$ cat src/rtl/ad9910_pkg.sv
// ad9910_pkg: shared state encoding and default field width for the AD9910 timing blocks
package ad9910_pkg;
  localparam int WIDTH_DEF = 16;
  typedef enum logic [1:0] {ST_IDLE, ST_DELAY, ST_HIGH, ST_GAP} state_e;
endpackage

$ cat src/rtl/pg_down_counter.sv
// pg_down_counter: loadable down-counter that saturates at zero and flags terminal count
module pg_down_counter
  import ad9910_pkg::*;
#(
  parameter int WIDTH = WIDTH_DEF
) (
  input  logic             clk_i,
  input  logic             rst_i,
  input  logic             load_i,
  input  logic             en_i,
  input  logic [WIDTH-1:0] val_i,
  output logic             tc_o
);
  logic [WIDTH-1:0] cnt_q;
  // load wins over decrement; holding at zero keeps tc stable while idle
  always_ff @(posedge clk_i or posedge rst_i)
    if (rst_i) cnt_q <= '0;
    else if (load_i) cnt_q <= val_i;
    else if (en_i && cnt_q != '0) cnt_q <= cnt_q - 1'b1;
  assign tc_o = cnt_q == '0;
endmodule

$ cat src/rtl/width2pulse_gen.sv
// width2pulse_gen: delayed, repeated pulse train generator driven by programmed widths
module width2pulse_gen
  import ad9910_pkg::*;
#(
  parameter int WIDTH = WIDTH_DEF
) (
  input  logic             sys_clk,
  input  logic             sys_rst,
  input  logic             start,
  input  logic             abort,
  input  logic [WIDTH-1:0] delay_in,
  input  logic [WIDTH-1:0] width_in,
  input  logic [WIDTH-1:0] gap_in,
  input  logic [WIDTH-1:0] repeat_in,
  output logic             pulse_out,
  output logic             busy,
  output logic             done,
  output logic [WIDTH-1:0] pulse_idx
);
  state_e           state_q;
  logic [WIDTH-1:0] width_q, gap_q, idx_q;
  logic             done_q;
  logic             acc, ph_tc, rep_tc, ph_load_d, rep_en_d;
  logic [WIDTH-1:0] ph_val_d, rep_val_d;
  // phase counter reloads at every phase boundary; repeat counter steps once per finished pulse
  always_comb begin
    acc       = state_q == ST_IDLE && start && !abort && width_in != '0;
    ph_load_d = acc || (!abort && ph_tc && state_q != ST_IDLE && !(state_q == ST_HIGH && rep_tc));
    ph_val_d  = acc ? (delay_in == '0 ? width_in : delay_in) - 1'b1
                    : (state_q == ST_HIGH && gap_q != '0 ? gap_q : width_q) - 1'b1;
    rep_val_d = repeat_in == '0 ? '0 : repeat_in - 1'b1;
    rep_en_d  = !abort && state_q == ST_HIGH && ph_tc;
  end
  pg_down_counter #(.WIDTH(WIDTH)) u_phase (
    .clk_i (sys_clk),
    .rst_i (sys_rst),
    .load_i(ph_load_d),
    .en_i  (1'b1),
    .val_i (ph_val_d),
    .tc_o  (ph_tc)
  );
  pg_down_counter #(.WIDTH(WIDTH)) u_repeat (
    .clk_i (sys_clk),
    .rst_i (sys_rst),
    .load_i(acc),
    .en_i  (rep_en_d),
    .val_i (rep_val_d),
    .tc_o  (rep_tc)
  );
  // sequence FSM: latches configuration on start, abort always returns to idle without done
  always_ff @(posedge sys_clk or posedge sys_rst)
    if (sys_rst) begin
      state_q <= ST_IDLE;
      width_q <= '0;
      gap_q   <= '0;
      idx_q   <= '0;
      done_q  <= 1'b0;
    end else begin
      done_q <= 1'b0;
      if (abort) state_q <= ST_IDLE;
      else case (state_q)
        ST_IDLE: if (start) begin
          width_q <= width_in;
          gap_q   <= gap_in;
          idx_q   <= '0;
          if (width_in == '0) done_q <= 1'b1;
          else state_q <= delay_in == '0 ? ST_HIGH : ST_DELAY;
        end
        ST_DELAY: if (ph_tc) state_q <= ST_HIGH;
        ST_HIGH: if (ph_tc) begin
          if (rep_tc) begin
            state_q <= ST_IDLE;
            done_q  <= 1'b1;
          end else if (gap_q != '0) state_q <= ST_GAP;
          else idx_q <= idx_q + 1'b1;
        end
        ST_GAP: if (ph_tc) begin
          state_q <= ST_HIGH;
          idx_q   <= idx_q + 1'b1;
        end
        default: state_q <= ST_IDLE;
      endcase
    end
  assign pulse_out = state_q == ST_HIGH;
  assign busy      = state_q != ST_IDLE;
  assign done      = done_q;
  assign pulse_idx = idx_q;
endmodule

$ cat config.mk
export PLATFORM = sky130hd
export DESIGN_NAME = width2pulse_gen
export DESIGN_NICKNAME = d
export VERILOG_FILES = /design/src/rtl/ad9910_pkg.sv /design/src/rtl/pg_down_counter.sv /design/src/rtl/width2pulse_gen.sv
export SDC_FILE = /design/constraint.sdc
export NUM_CORES = 1
export LEC_CHECK = 0
export ABC_AREA = 1
export ABC_CLOCK_PERIOD_IN_PS = 5300
export BUFFER_PORTS_ARGS = -buffer_cell sky130_fd_sc_hd__buf_2
export CAP_MARGIN = 10
export CORE_AREA = 2 2 114 94
export CTS_BUF_LIST = sky130_fd_sc_hd__clkbuf_4 sky130_fd_sc_hd__clkbuf_8
export CTS_CLUSTER_DIAMETER = 120
export DETAILED_ROUTE_END_ITERATION = 16
export DIE_AREA = 0 0 116 96
export GPL_TIMING_DRIVEN = 0
export PLACE_DENSITY_LB_ADDON = 0.08
export SYNTH_ARGS = -nofsm -noshare
export SYNTH_HDL_FRONTEND = slang
export SYNTH_SLANG_ARGS = --single-unit
$ cat constraint.sdc
create_clock -name sys_clk -period 5.3 [get_ports sys_clk]
set_input_delay 0.53 -clock sys_clk [delete_from_list [all_inputs] [get_ports sys_clk]]
set_output_delay 0.53 -clock sys_clk [all_outputs]
set_load 0.01 [all_outputs]
==> reports/qor.csv, run 1 <==
stage;metric;value;unit
outcome;outcome;finished, final reports clean;
timing;fmax;0.398;GHz
logic_synthesis;avgSynthCellArea;6.90;sq um
power;power.internal;0.00161;W
critical_path;reg2reg_slack;2.79;ns
power;peakVddDrop;0.256;mV
clock_network;cts_num_sinks;83;
logic_synthesis;ys_seq_elements;83;
cells_and_area;fillers;916;
floorplanning;row_count;33;
timing;relSlewSlack;56.0;%
global_route;grt_util_all_layers;29.1;%
timing;layout_min_cycle_time;2.51;ns
cells_and_area;diodes;0;
detailed_routing;via_per_inst;5.26;
global_route;grt_pass1_vias;5299;
timing;slew_viol_final;0;
logic_synthesis;synthArstFlopShare;100;%
clock_network;postCtsHoldBufs;0;
detailed_routing;ant_nets;0;
logic_synthesis;syn-instance-count;845;
global_route;antenna_found_initial;0;
critical_path;worstSetupStartpointType;flop;
critical_path;arrival;2.76;ns
timing;tns;0;ns
place;post-place-ws;2.60;ns
critical_path;worstPathRequired;5.55;ns
cells_and_area;drive_gt1_share;20.3;%
global_route;grt_pass1_wl;25.3;mm
clock_network;cts_tree;yes;
run;drv_cap;0;
timing;period_share;47.4;%
global_route;grt_max_degree;72;
min_path;hp-class;input pin to asynchronous set/reset pin;
detailed_routing;first_iter_violations;436;
critical_path;crit_path_end_kind;flop;
clock_network;h-tree-depth;3;
critical_path;cp_max_fo;9;
logic_synthesis;ys.flop_type;dfrtp_1;
detailed_routing;dr.pass1.iters;5;
power;switching_share;46.8;%
power;leakagePower;3.22;nW
place;port_buffers;85;
power;combPwrFrac;51.0;%
timing;setup_viol;0;
clock_network;clk_latency;0.37;ns
cells_and_area;multi_input_area;3150;sq um
cells_and_area;fin_cells;1087;
critical_path;setup.worst_path.class;flop to flop;
timing;worst_slew_pin_slew;0.655;ns
power;power_density;457;nW/um^2
cells_and_area;seqCellArea;2080;sq um
logic_synthesis;synth.distinct_cells;43;
clock_network;ctsResizeCount;0;
clock_network;postCtsSetupRepairBufs;0;
power;clkPwrFrac;14.3;%
place;gp_congestion;0.951;
place;dp_hpwl;12.1;mm
clock_network;cts_buffers;9;
floorplanning;die_h;96;microns
detailed_routing;wl_per_cell;14.1;microns
logic_synthesis;synth.cell_area;5830;sq um
timing;finClkSkew;0.00994;ns
timing;worst_slack;2.79;ns
power;seqPwrFrac;34.7;%
detailed_routing;wl;15.4;mm
logic_synthesis;synth_edf_count;0;
critical_path;r2r-start;u_repeat.cnt_q[0]$_DFFE_PP0P_;
logic_synthesis;synth_nets;918;
floorplanning;initial_utilization;58.3;%
floorplanning;die_w;116;microns
clock_network;clock_path_buffers;2;
logic_synthesis;yosysSeqAreaShare;35.6;%
timing;hold_viol;0;
critical_path;r2r_cells;16;
floorplanning;coreArea;9990;sq um
power;p_switching;0.00142;W
detailed_routing;vias;5713;
clock_network;clkTransAtPathRegs;0.09;ns
floorplanning;die_area;11100;sq um
critical_path;r2r-end;u_phase.cnt_q[14]$_DFFE_PP0P_;
floorplanning;io_pins;87;
cells_and_area;nNetsFinal;1015;
clock_network;cts-root-buf;clkbuf_8;
cells_and_area;syn2layout_area_growth;13.9;%
global_route;grt_overflow_total;0;
place;placed_cells;1071;
logic_synthesis;synth_warnings;0;
detailed_routing;drc;0;
timing;rsz0062_at_grt;no;
[registers in the layout, indices dropped and copies added, names as in the netlist]
signal,count
pulse_idx,16
u_repeat.cnt_q,16
u_phase.cnt_q,16
state_q,2
width_q,16
gap_q,16
done,1
[power groups by stage]
stage	logic, W	registers (W)	clock network (W)
after floorplan	0.00117	0.00102	0
final	0.00155	0.00105	0.000434
after global routing	0.00176	0.00108	0.000468
after global placement	0.00148	0.00105	0
after detailed placement	0.00152	0.00106	0
after CTS	0.00153	0.00105	0.000442
[cell usage after synthesis (2+ instances only)]
cell type	n	share of area, %
a21oi_1	24	2.1
a31oi_1	6	0.64
buf_2	9	0.77
buf_6	5	0.97
clkbuf_1	10	0.64
dfrtp_1	83	36
ha_1	5	1.1
inv_1	99	6.4
inv_2	10	0.64
nand2_1	210	14
nand2_2	26	2.8
nand2_4	2	0.39
nand3_1	88	7.6
nand3_2	4	0.69
nand3_4	2	0.60
nand3b_1	4	0.52
nand4_1	10	1.1
nor2_1	90	5.8
nor2_2	10	1.1
nor2_4	10	1.9
nor3_1	18	1.5
nor3_2	2	0.34
nor4_1	2	0.21
o21a_1	3	0.39
o21ai_0	59	5.1
o21ai_1	9	0.77
o22ai_1	6	0.64
or2_2	2	0.21
xnor2_1	6	0.90
xor2_1	18	2.7
[worst max-delay path by stage]
stage,startpoint,to,slack [ns],cells past startpoint
floorplan,sys_rst,done$_DFF_PP0_,2.63,1
global placement,sys_rst,u_phase.cnt_q[14]$_DFFE_PP0P_,1.63,2
detailed placement,delay_in[15],u_phase.cnt_q[12]$_DFFE_PP0P_,2.60,16
CTS,u_repeat.cnt_q[0]$_DFFE_PP0P_,u_phase.cnt_q[14]$_DFFE_PP0P_,2.80,16
global route,u_repeat.cnt_q[0]$_DFFE_PP0P_,u_repeat.cnt_q[11]$_DFFE_PP0P_,2.58,10
finish,u_repeat.cnt_q[0]$_DFFE_PP0P_,u_phase.cnt_q[14]$_DFFE_PP0P_,2.79,16
[layout make-up]
| cell class | instances | area share [%] |
|---|---|---|
| Clock inverter | 6 | 0.735 |
| Multi-Input combinational cell | 624 | 47.4 |
| Tap cell | 140 | 2.64 |
| Timing Repair Buffer | 86 | 6.82 |
| Clock buffer | 10 | 1.98 |
| Sequential cell | 83 | 31.3 |
| Buffer | 28 | 2.79 |
| Inverter | 110 | 6.33 |
[metrics by stage]
step / total power (W) / util (%) / hold WS (ns) / instance area, sq um
after floorplan: 0.00219 / - / 0.442 / 5830
after global placement: 0.00253 / 64.4 / 0.455 / 6430
after detailed placement: 0.00258 / 64.7 / 0.463 / 6460
final: 0.00303 / 66.5 / 0.0583 / 6640
after global routing: 0.00331 / 66.5 / 0.0549 / 6640
after CTS: 0.00302 / 66.5 / 0.0555 / 6640
[placed cells by master, fill, tap and decap left out, drive strengths merged, types with 2 or more instances in the layout]
cell type / n
nand4: 10
xor2: 18
clkinvlp: 3
inv: 113
nor2: 110
buf: 104
or2: 2
xnor2: 6
dfrtp: 83
a31oi: 6
a21oi: 24
ha: 5
nor3: 20
o21a: 3
nand3: 94
o22ai: 6
o21ai: 68
clkbuf: 20
nor4: 2
nand2: 239
nand3b: 4
[cells by family (layout without fill, tap and decap cells)]
family          Yosys count  in the layout  share of synthesized area, %
buf+inv                 138            240                          10.3
fa+ha+maj                 5              5                          1.07
compound gates          113            113                          10.6
flops                    83             83                          35.6
xor+xnor                 24             24                          3.61
simple gates            482            482                          38.7
[layer usage]
layer,GRT usage (%),vias to the layer above,routed length (microns)
met2,45.9,196,6720
met1,41.2,2584,7350
li1,-,2903,-
met3,5.16,30,1010
met5,0,-,0
met4,8.63,0,297
[critical path, stage by stage (launching register included)]
cell and delay (ns):
dfrtp_1 0.42, inv_1 0.12, ha_1 0.24, nand2_1 0.08, nor2_2 0.14, nand3_2 0.11, nand3_4 0.14, nand2_8 0.09
inv_6 0.10, nand2_1 0.06, nand2_2 0.11, ha_1 0.20, nand3_1 0.17, nor2_4 0.18, nand3_1 0.09, nand2_1 0.07
a21oi_1 0.06
(Power assumes the default switching activity.)
==> inputs of run 2 (changes only) <==
--- a/config.mk
+++ b/config.mk
@@ -5,15 +5,15 @@
 export SDC_FILE = /design/constraint.sdc
 export NUM_CORES = 1
 export LEC_CHECK = 0
-export ABC_AREA = 1
-export ABC_CLOCK_PERIOD_IN_PS = 5300
+export ABC_AREA = 0
+export ABC_CLOCK_PERIOD_IN_PS = 2500
 export BUFFER_PORTS_ARGS = -buffer_cell sky130_fd_sc_hd__buf_2
 export CAP_MARGIN = 10
-export CORE_AREA = 2 2 114 94
+export CORE_AREA = 2 2 107 89
 export CTS_BUF_LIST = sky130_fd_sc_hd__clkbuf_4 sky130_fd_sc_hd__clkbuf_8
 export CTS_CLUSTER_DIAMETER = 120
 export DETAILED_ROUTE_END_ITERATION = 16
-export DIE_AREA = 0 0 116 96
+export DIE_AREA = 0 0 109 91
 export GPL_TIMING_DRIVEN = 0
 export PLACE_DENSITY_LB_ADDON = 0.08
 export SYNTH_ARGS = -nofsm -noshare
==> constraint.sdc (replaced) <==
create_clock -name sys_clk -period 2.5 [get_ports sys_clk]
set_input_delay 0.25 -clock sys_clk [delete_from_list [all_inputs] [get_ports sys_clk]]
set_output_delay 0.25 -clock sys_clk [all_outputs]
set_load 0.01 [all_outputs]
==> run 2 against run 1 <==
  * Combinational power increased by 38%
  * The run now ends with negative setup slack left
  * Global-route usage increased by 4.0 points
  * Largest power group unchanged
  * Utilization increased by 12 points
  * Highest routed layer unchanged
  * Area after synthesis decreased by 13%
  * Sequential cell count unchanged
==> reports/qor.csv, run 2 <==
stage;metric;value;unit;change
detailed_routing;first_iter_violations;569;;was 436
timing;tns;-12.96;ns;was 0 ns
timing;rsz0062_at_grt;yes;;was no
logic_synthesis;yosysTopAreaCell;dfrtp_1;;unchanged
place;dp_hpwl;11.0;mm;was 12.1 mm
clock_network;clkTransAtPathRegs;0.10;ns;was 0.09 ns
critical_path;worstPathRequired;2.82;ns;was 5.55 ns
power;peakVddDrop;0.600;mV;was 0.256 mV
detailed_routing;ant_nets;0;;unchanged
detailed_routing;vias;5537;;was 5713
power;finalPower;0.00532;W;was 0.00303 W
critical_path;cp_common_cell;nand4_1;;was nand2_1
place;gp_congestion;0.990;;was 0.951
logic_synthesis;synth_nets;686;;was 918
timing;fmax;0.291;GHz;was 0.398 GHz
logic_synthesis;synthArstFlopShare;100;%;unchanged
cells_and_area;diodes;0;;unchanged
logic_synthesis;synth_area_leaders;dfrtp_1, nand2_1, nor2_1;;was dfrtp_1, nand2_1, nand3_1
floorplanning;die_w;109;microns;was 116 microns
cells_and_area;most-common-layout-cells;nand2_1, buf_2, dfrtp_1;;was nand2_1, inv_1, buf_2
outcome;outcome;finished, violations left;;was finished, final reports clean
timing;finClkSkew;0.00756;ns;was 0.00994 ns
critical_path;setup.worst_path.class;flop to flop;;unchanged
timing;hold_viol;0;;unchanged
critical_path;worstSetupStartpointType;flop;;unchanged
critical_path;cpMaxStageDelayCell;or4_1;;was dfrtp_1
logic_synthesis;ys.flop_type;dfrtp_1;;unchanged
global_route;grt_pass1_wl;25.5;mm;was 25.3 mm
detailed_routing;wl_per_cell;19.3;microns;was 14.1 microns
global_route;antenna_found_initial;0;;unchanged
logic_synthesis;avgSynthCellArea;8.30;sq um;was 6.90 sq um
floorplanning;coreArea;8800;sq um;was 9990 sq um
cells_and_area;nNetsFinal;838;;was 1015
logic_synthesis;synth_edf_count;0;;unchanged
logic_synthesis;synthTopCellsByCount;nand2_1, dfrtp_1, nor2_1;;was nand2_1, inv_1, nor2_1
power;leakagePower;3.15;nW;was 3.22 nW
floorplanning;die_h;91;microns;was 96 microns
power;power_density;768;nW/um^2;was 457 nW/um^2
timing;setup_viol;46;;was 0
critical_path;crit_chain;nor4_4, nand4_1, a2111o_1, buf_6, and2_4, buf_8, a21oi_2, ha_2, inv_2, nor2_4, nand4_1, buf_4, or4_1, nand2_1;;was inv_1, ha_1, nand2_1, nor2_2, nand3_2, nand3_4, nand2_8, inv_6, nand2_1, nand2_2, ha_1, nand3_1, nor2_4, nand3_1, nand2_1, a21oi_1
run;drv_cap;0;;unchanged
logic_synthesis;synth_top_area_share;40.8;%;was 35.6%
clock_network;clk_latency;0.38;ns;was 0.37 ns
clock_network;cts_tree;yes;;unchanged
floorplanning;row_count;31;;was 33
logic_synthesis;synth_warnings;0;;unchanged
detailed_routing;dr.pass1.iters;5;;unchanged
timing;layout_min_cycle_time;3.43;ns;was 2.51 ns
critical_path;arrival;3.75;ns;was 2.76 ns
timing;worst_slew_pin_slew;0.634;ns;was 0.655 ns
timing;period_share;137;%;was 47.4%
global_route;grt_overflow_total;0;;unchanged
logic_synthesis;synth.distinct_cells;62;;was 43
clock_network;cts_num_sinks;83;;unchanged
floorplanning;die_area;9920;sq um;was 11100 sq um
critical_path;cp_max_fo;8;;was 9
timing;relSlewSlack;57.7;%;was 56.0%
place;placed_cells;815;;was 1071
logic_synthesis;synth.cell_area;5090;sq um;was 5830 sq um
clock_network;cts_buffers;9;;unchanged
global_route;grt_max_degree;45;;was 72
critical_path;critPathMaxStageDelay;0.48;ns;was 0.42 ns
min_path;hp-class;input pin to flop;;was input pin to asynchronous set/reset pin
detailed_routing;drc;0;;unchanged
cells_and_area;syn2layout_area_growth;36.4;%;was 13.9%
critical_path;crit_path_end_kind;flop;;unchanged
clock_network;cts-root-buf;clkbuf_8;;unchanged
outcome;violations;negative setup slack;;
global_route;grt_util_all_layers;33.1;%;was 29.1%
cells_and_area;fin_cells;885;;was 1087
logic_synthesis;yosysMostFrequentCell;nand2_1;;unchanged
timing;worst_slack;-0.931;ns;was 2.79 ns
detailed_routing;via_per_inst;6.26;;was 5.26
logic_synthesis;syn-instance-count;613;;was 845
logic_synthesis;yosysSeqAreaShare;40.8;%;was 35.6%
floorplanning;initial_utilization;57.8;%;was 58.3%
logic_synthesis;ys_seq_elements;83;;unchanged
floorplanning;io_pins;87;;unchanged
clock_network;clock_path_buffers;2;;unchanged
timing;slew_viol_final;0;;unchanged
cells_and_area;final_common_cell;nand2_1;;unchanged
place;port_buffers;86;;was 85
global_route;grt_pass1_vias;5021;;was 5299
clock_network;h-tree-depth;3;;unchanged
detailed_routing;wl;17.1;mm;was 15.4 mm
cells_and_area;drive_gt1_share;35.8;%;was 20.3%
==> run 2: final timing paths <==
| check | from | to | slack, ns | cells after the start |
|---|---|---|---|---|
| max in group asynchronous | sys_rst | gap_q[10]$_DFFE_PP0P_ | 1.43 | 4 |
| setup / recovery | u_phase.cnt_q[3]$_DFFE_PP0P_ | u_phase.cnt_q[12]$_DFFE_PP0P_ | -0.93 | 14 |
| hold reg to reg | width_q[13]$_DFFE_PP0P_ | width_q[13]$_DFFE_PP0P_ | 0.50 | 2 |
| min in group asynchronous | sys_rst | done$_DFF_PP0_ | 0.46 | 3 |
| hold / removal | gap_in[15] | gap_q[15]$_DFFE_PP0P_ | 0.05 | 3 |
| setup reg to reg | u_phase.cnt_q[3]$_DFFE_PP0P_ | u_phase.cnt_q[12]$_DFFE_PP0P_ | -0.93 | 14 |
==> run 2: cell families (layout without fill, tap and decap cells) <==
logic type,count (synthesis),after routing,share of synthesized area (%)
buffers and inverters,48,205,3.76
and+or+nand+nor,300,300,28.0
adders and majority gates,5,5,1.23
DFF,83,83,40.8
AOI/OAI and AO/OA,137,137,19.0
xor gates and xnor gates,31,31,5.34
muxes,9,9,1.89
==> run 2: where the power goes <==
group / switching [W] / total (W) / internal, W / leakage (nW)
logic: 0.00116 / 0.00214 / 0.000986 / 1.98
registers: 0.000357 / 0.00201 / 0.00166 / 1.06
clock network: 0.000585 / 0.00117 / 0.000582 / 0.114
==> run 2: what timing repair did <==
action                                  4_1_cts  5_1_grt
resized for setup                            51       65
setup buffers                                35       24
endpoints found under the setup margin       48       47
cloned                                        1        0
endpoints found under the hold margin        39        0
pin swaps                                    19       37
hold buffers                                  1        0
==> run 2: stage by stage <==
stage	hold slack (ns)	util, %	area (sq um)	setup slack [ns]
2_1_floorplan	0.313	-	5190	-0.599
3_3_place_gp	0.439	65.5	5760	-1.09
3_5_place_dp	0.333	65.7	5790	-1.08
4_1_cts	0.0429	73.6	6480	-0.730
5_1_grt	0.0538	78.8	6940	-1.04
6_report	0.0519	78.8	6940	-0.931
==> run 2: cell type report <==
cell class,count,area (sq um)
Buffer,25,150
Multi-Input combinational cell,482,3310
Inverter,18,70.1
Sequential cell,83,2080
Timing Repair Buffer,146,952
Tap cell,115,144
Clock buffer,9,124
Fill cell,602,1870
Clock inverter,7,108
==> run 2: per-layer routing <==
layer | wire, microns | GRT usage [%] | up-vias
met5 | 0 | 0 | -
met1 | 7210 | 47.8 | 2647
met3 | 1620 | 8.33 | 55
met2 | 7790 | 49.8 | 324
li1 | - | - | 2511
met4 | 481 | 8.01 | 0
==> run 2: critical path, delay by kind of cell (launching register included) <==
kind,cells,cell delay (ns)
adder cells (fa/ha/maj),1,0.20
AND/OR/NAND/NOR,7,1.66
AO/OA/AOI/OAI,2,0.51
flip-flops,1,0.42
buffers and inverters,4,0.58
==> inputs of run 3 (changes only) <==
--- a/config.mk
+++ b/config.mk
@@ -9,11 +9,13 @@
 export ABC_CLOCK_PERIOD_IN_PS = 2500
 export BUFFER_PORTS_ARGS = -buffer_cell sky130_fd_sc_hd__buf_2
 export CAP_MARGIN = 10
-export CORE_AREA = 2 2 107 89
+export CELL_PAD_IN_SITES_DETAIL_PLACEMENT = 2
+export CELL_PAD_IN_SITES_GLOBAL_PLACEMENT = 2
+export CORE_AREA = 2 2 138 113
 export CTS_BUF_LIST = sky130_fd_sc_hd__clkbuf_4 sky130_fd_sc_hd__clkbuf_8
 export CTS_CLUSTER_DIAMETER = 120
 export DETAILED_ROUTE_END_ITERATION = 16
-export DIE_AREA = 0 0 109 91
+export DIE_AREA = 0 0 140 115
 export GPL_TIMING_DRIVEN = 0
 export PLACE_DENSITY_LB_ADDON = 0.08
 export SYNTH_ARGS = -nofsm -noshare
==> run 3 against run 2 <==
  * The run ends with design-rule violations, negative setup slack left
  * Final area increased by 2.5%
  * Utilization decreased by 31 points
  * Sequential cell count unchanged
  * Global-route usage decreased by 6.9 points
  * Final cell count increased by 8.0%
  * Critical path depth unchanged
  * Die area increased by 62%
  * Worst hold slack got worse by 0.0074 ns
  * First-iteration DRC count decreased by 46%
  * Via count decreased by 1.4%
  * Fmax increased by 1.8%
  * Non-clock buffer count decreased by 2
==> reports/qor.csv, run 3 (synthesis gave the netlist of run 2 again) <==
stage;metric;value;unit;change
floorplanning;coreArea;14800;sq um;was 8800 sq um
floorplanning;initial_utilization;34.5;%;was 57.8%
global_route;grt_max_degree;46;;was 45
power;power_density;747;nW/um^2;was 768 nW/um^2
place;placed_cells;889;;was 815
detailed_routing;wl;21.9;mm;was 17.1 mm
global_route;grt_overflow_total;0;;unchanged
cells_and_area;most-common-layout-cells;nand2_1, buf_2, dfrtp_1;;unchanged
clock_network;h-tree-depth;3;;unchanged
clock_network;cts_buffers;9;;unchanged
global_route;grt_util_all_layers;26.1;%;was 33.1%
timing;period_share;135;%;was 137%
cells_and_area;fin_cells;956;;was 885
critical_path;setup.worst_path.class;flop to flop;;unchanged
cells_and_area;diodes;0;;unchanged
clock_network;clkTransAtPathRegs;0.10;ns;about the same
outcome;outcome;finished, violations left;;unchanged
timing;hold_viol;0;;unchanged
floorplanning;die_h;115;microns;was 91 microns
detailed_routing;drc;6;;was 0
global_route;grt_pass1_wl;32.7;mm;was 25.5 mm
power;peakVddDrop;0.478;mV;was 0.600 mV
cells_and_area;nNetsFinal;836;;was 838
critical_path;cp_max_fo;7;;was 8
detailed_routing;first_iter_violations;305;;was 569
detailed_routing;ant_nets;0;;unchanged
timing;rsz0062_at_grt;yes;;unchanged
critical_path;worstSetupStartpointType;flop;;unchanged
detailed_routing;via_per_inst;5.71;;was 6.26
min_path;hp-class;input pin to flop;;unchanged
timing;setup_viol;47;;was 46
timing;worst_slack;-0.871;ns;was -0.931 ns
detailed_routing;vias;5458;;was 5537
detailed_routing;dr.pass1.iters;11;;was 5
clock_network;cts-root-buf;clkbuf_8;;unchanged
cells_and_area;syn2layout_area_growth;39.7;%;was 36.4%
critical_path;crit_path_end_kind;flop;;unchanged
place;port_buffers;86;;unchanged
timing;relSlewSlack;58.0;%;was 57.7%
critical_path;worstPathRequired;2.77;ns;was 2.82 ns
global_route;antenna_found_initial;0;;unchanged
detailed_routing;wl_per_cell;22.9;microns;was 19.3 microns
timing;fmax;0.297;GHz;was 0.291 GHz
floorplanning;die_area;16100;sq um;was 9920 sq um
floorplanning;row_count;40;;was 31
outcome;violations;design-rule violations, negative setup slack;;was negative setup slack
clock_network;cts_num_sinks;83;;unchanged
clock_network;clk_latency;0.38;ns;about the same
timing;slew_viol_final;0;;unchanged
power;leakagePower;3.10;nW;was 3.15 nW
floorplanning;io_pins;87;;unchanged
timing;worst_slew_pin_slew;0.624;ns;was 0.634 ns
global_route;grt_pass1_vias;5912;;was 5021
floorplanning;die_w;140;microns;was 109 microns
cells_and_area;final_common_cell;nand2_1;;unchanged
timing;finClkSkew;0.0127;ns;was 0.00756 ns
place;gp_congestion;0.909;;was 0.990
place;dp_hpwl;14.7;mm;was 11.0 mm
cells_and_area;drive_gt1_share;37.8;%;was 35.8%
timing;tns;-14.10;ns;was -12.96 ns
timing;layout_min_cycle_time;3.37;ns;was 3.43 ns
clock_network;cts_tree;yes;;unchanged
run;drv_cap;0;;unchanged
critical_path;arrival;3.64;ns;was 3.75 ns
clock_network;clock_path_buffers;2;;unchanged
run 3: cell types whose count changed in the layout (fill, tap and decap cells not counted), moves of 4 or more:
cell | before | now
a21oi_2 | 7 | 14
nor2_1 | 61 | 57
o21ai_1 | 2 | 8
a21oi_1 | 37 | 27
o21ai_2 | 7 | 3
a31oi_1 | 5 | 1
run 3: through the flow:
| stage | util (%) | cell area, sq um | power (W) | setup WS (ns) | hold WS [ns] |
|---|---|---|---|---|---|
| after detailed placement | 39.9 | 5890 | 0.00356 | -1.28 | 0.359 |
| after floorplan | - | 5190 | 0.00299 | -0.599 | 0.313 |
| after global routing | 48.1 | 7110 | 0.00563 | -1.02 | 0.0435 |
| final | 48.1 | 7110 | 0.00531 | -0.871 | 0.0444 |
| after global placement | 39.7 | 5860 | 0.00344 | -1.22 | 0.440 |
| after CTS | 45.1 | 6660 | 0.00500 | -0.790 | 0.0386 |
run 3: report_power, final:
group          leakage [nW]  switching, W  internal [W]
Combinational          1.95       0.00125      0.000995
Sequential             1.06      0.000395       0.00166
Clock                0.0877      0.000554      0.000458
run 3: layout make-up:
class                      instances  area [sq um]
multi-input combinational        482          3400
inverter                          18          70.1
buffer                            25           168
sequential                        83          2080
clock buffer                       9           124
timing repair buffer             144           958
tap                              189           236
clock inverter                     6          66.3
fill                            1632          7660
run 3: path summary, 6_finish.rpt:
kind | from | to | slack, ns | depth (start not counted)
setup / recovery | u_phase.cnt_q[3]$_DFFE_PP0P_ | u_phase.cnt_q[14]$_DFFE_PP0P_ | -0.87 | 14
hold / removal | gap_in[4] | gap_q[4]$_DFFE_PP0P_ | 0.04 | 3
setup reg to reg | u_phase.cnt_q[3]$_DFFE_PP0P_ | u_phase.cnt_q[14]$_DFFE_PP0P_ | -0.87 | 14
hold reg to reg | width_q[2]$_DFFE_PP0P_ | width_q[2]$_DFFE_PP0P_ | 0.48 | 2
max in group asynchronous | sys_rst | state_q[1]$_DFFE_PP0P_ | 1.33 | 4
min in group asynchronous | sys_rst | u_phase.cnt_q[1]$_DFFE_PP0P_ | 0.50 | 3
run 3: repair_timing:
item / CTS / global route
resized for setup: 72 / 74
cloned: 0 / 1
setup buffers: 40 / 17
hold endpoints to repair: 38 / 0
pin swaps: 27 / 52
endpoints found under the setup margin: 51 / 47
hold buffers: 1 / 0
run 3: critical path, cell delays in order, from the launching register on:
cell	delay (ns)
dfrtp_1	0.43
nor4_4	0.37
nand4_1	0.22
a2111o_1	0.44
buf_6	0.15
and2_4	0.16
buf_8	0.12
a21oi_4	0.14
ha_4	0.16
inv_2	0.04
nor2_4	0.12
nand4_1	0.14
buf_6	0.17
nor4_4	0.26
mux2_4	0.32
run 3: metal layers:
metal,wire length [microns],up-vias,part of all wire [%],global-route usage (%)
met1,9540,2787,44,32.8
met4,503,0,2.3,7.68
li1,-,2496,-,-
met2,11100,136,51,46.5
met5,0,-,0,0
met3,785,39,3.6,4.83
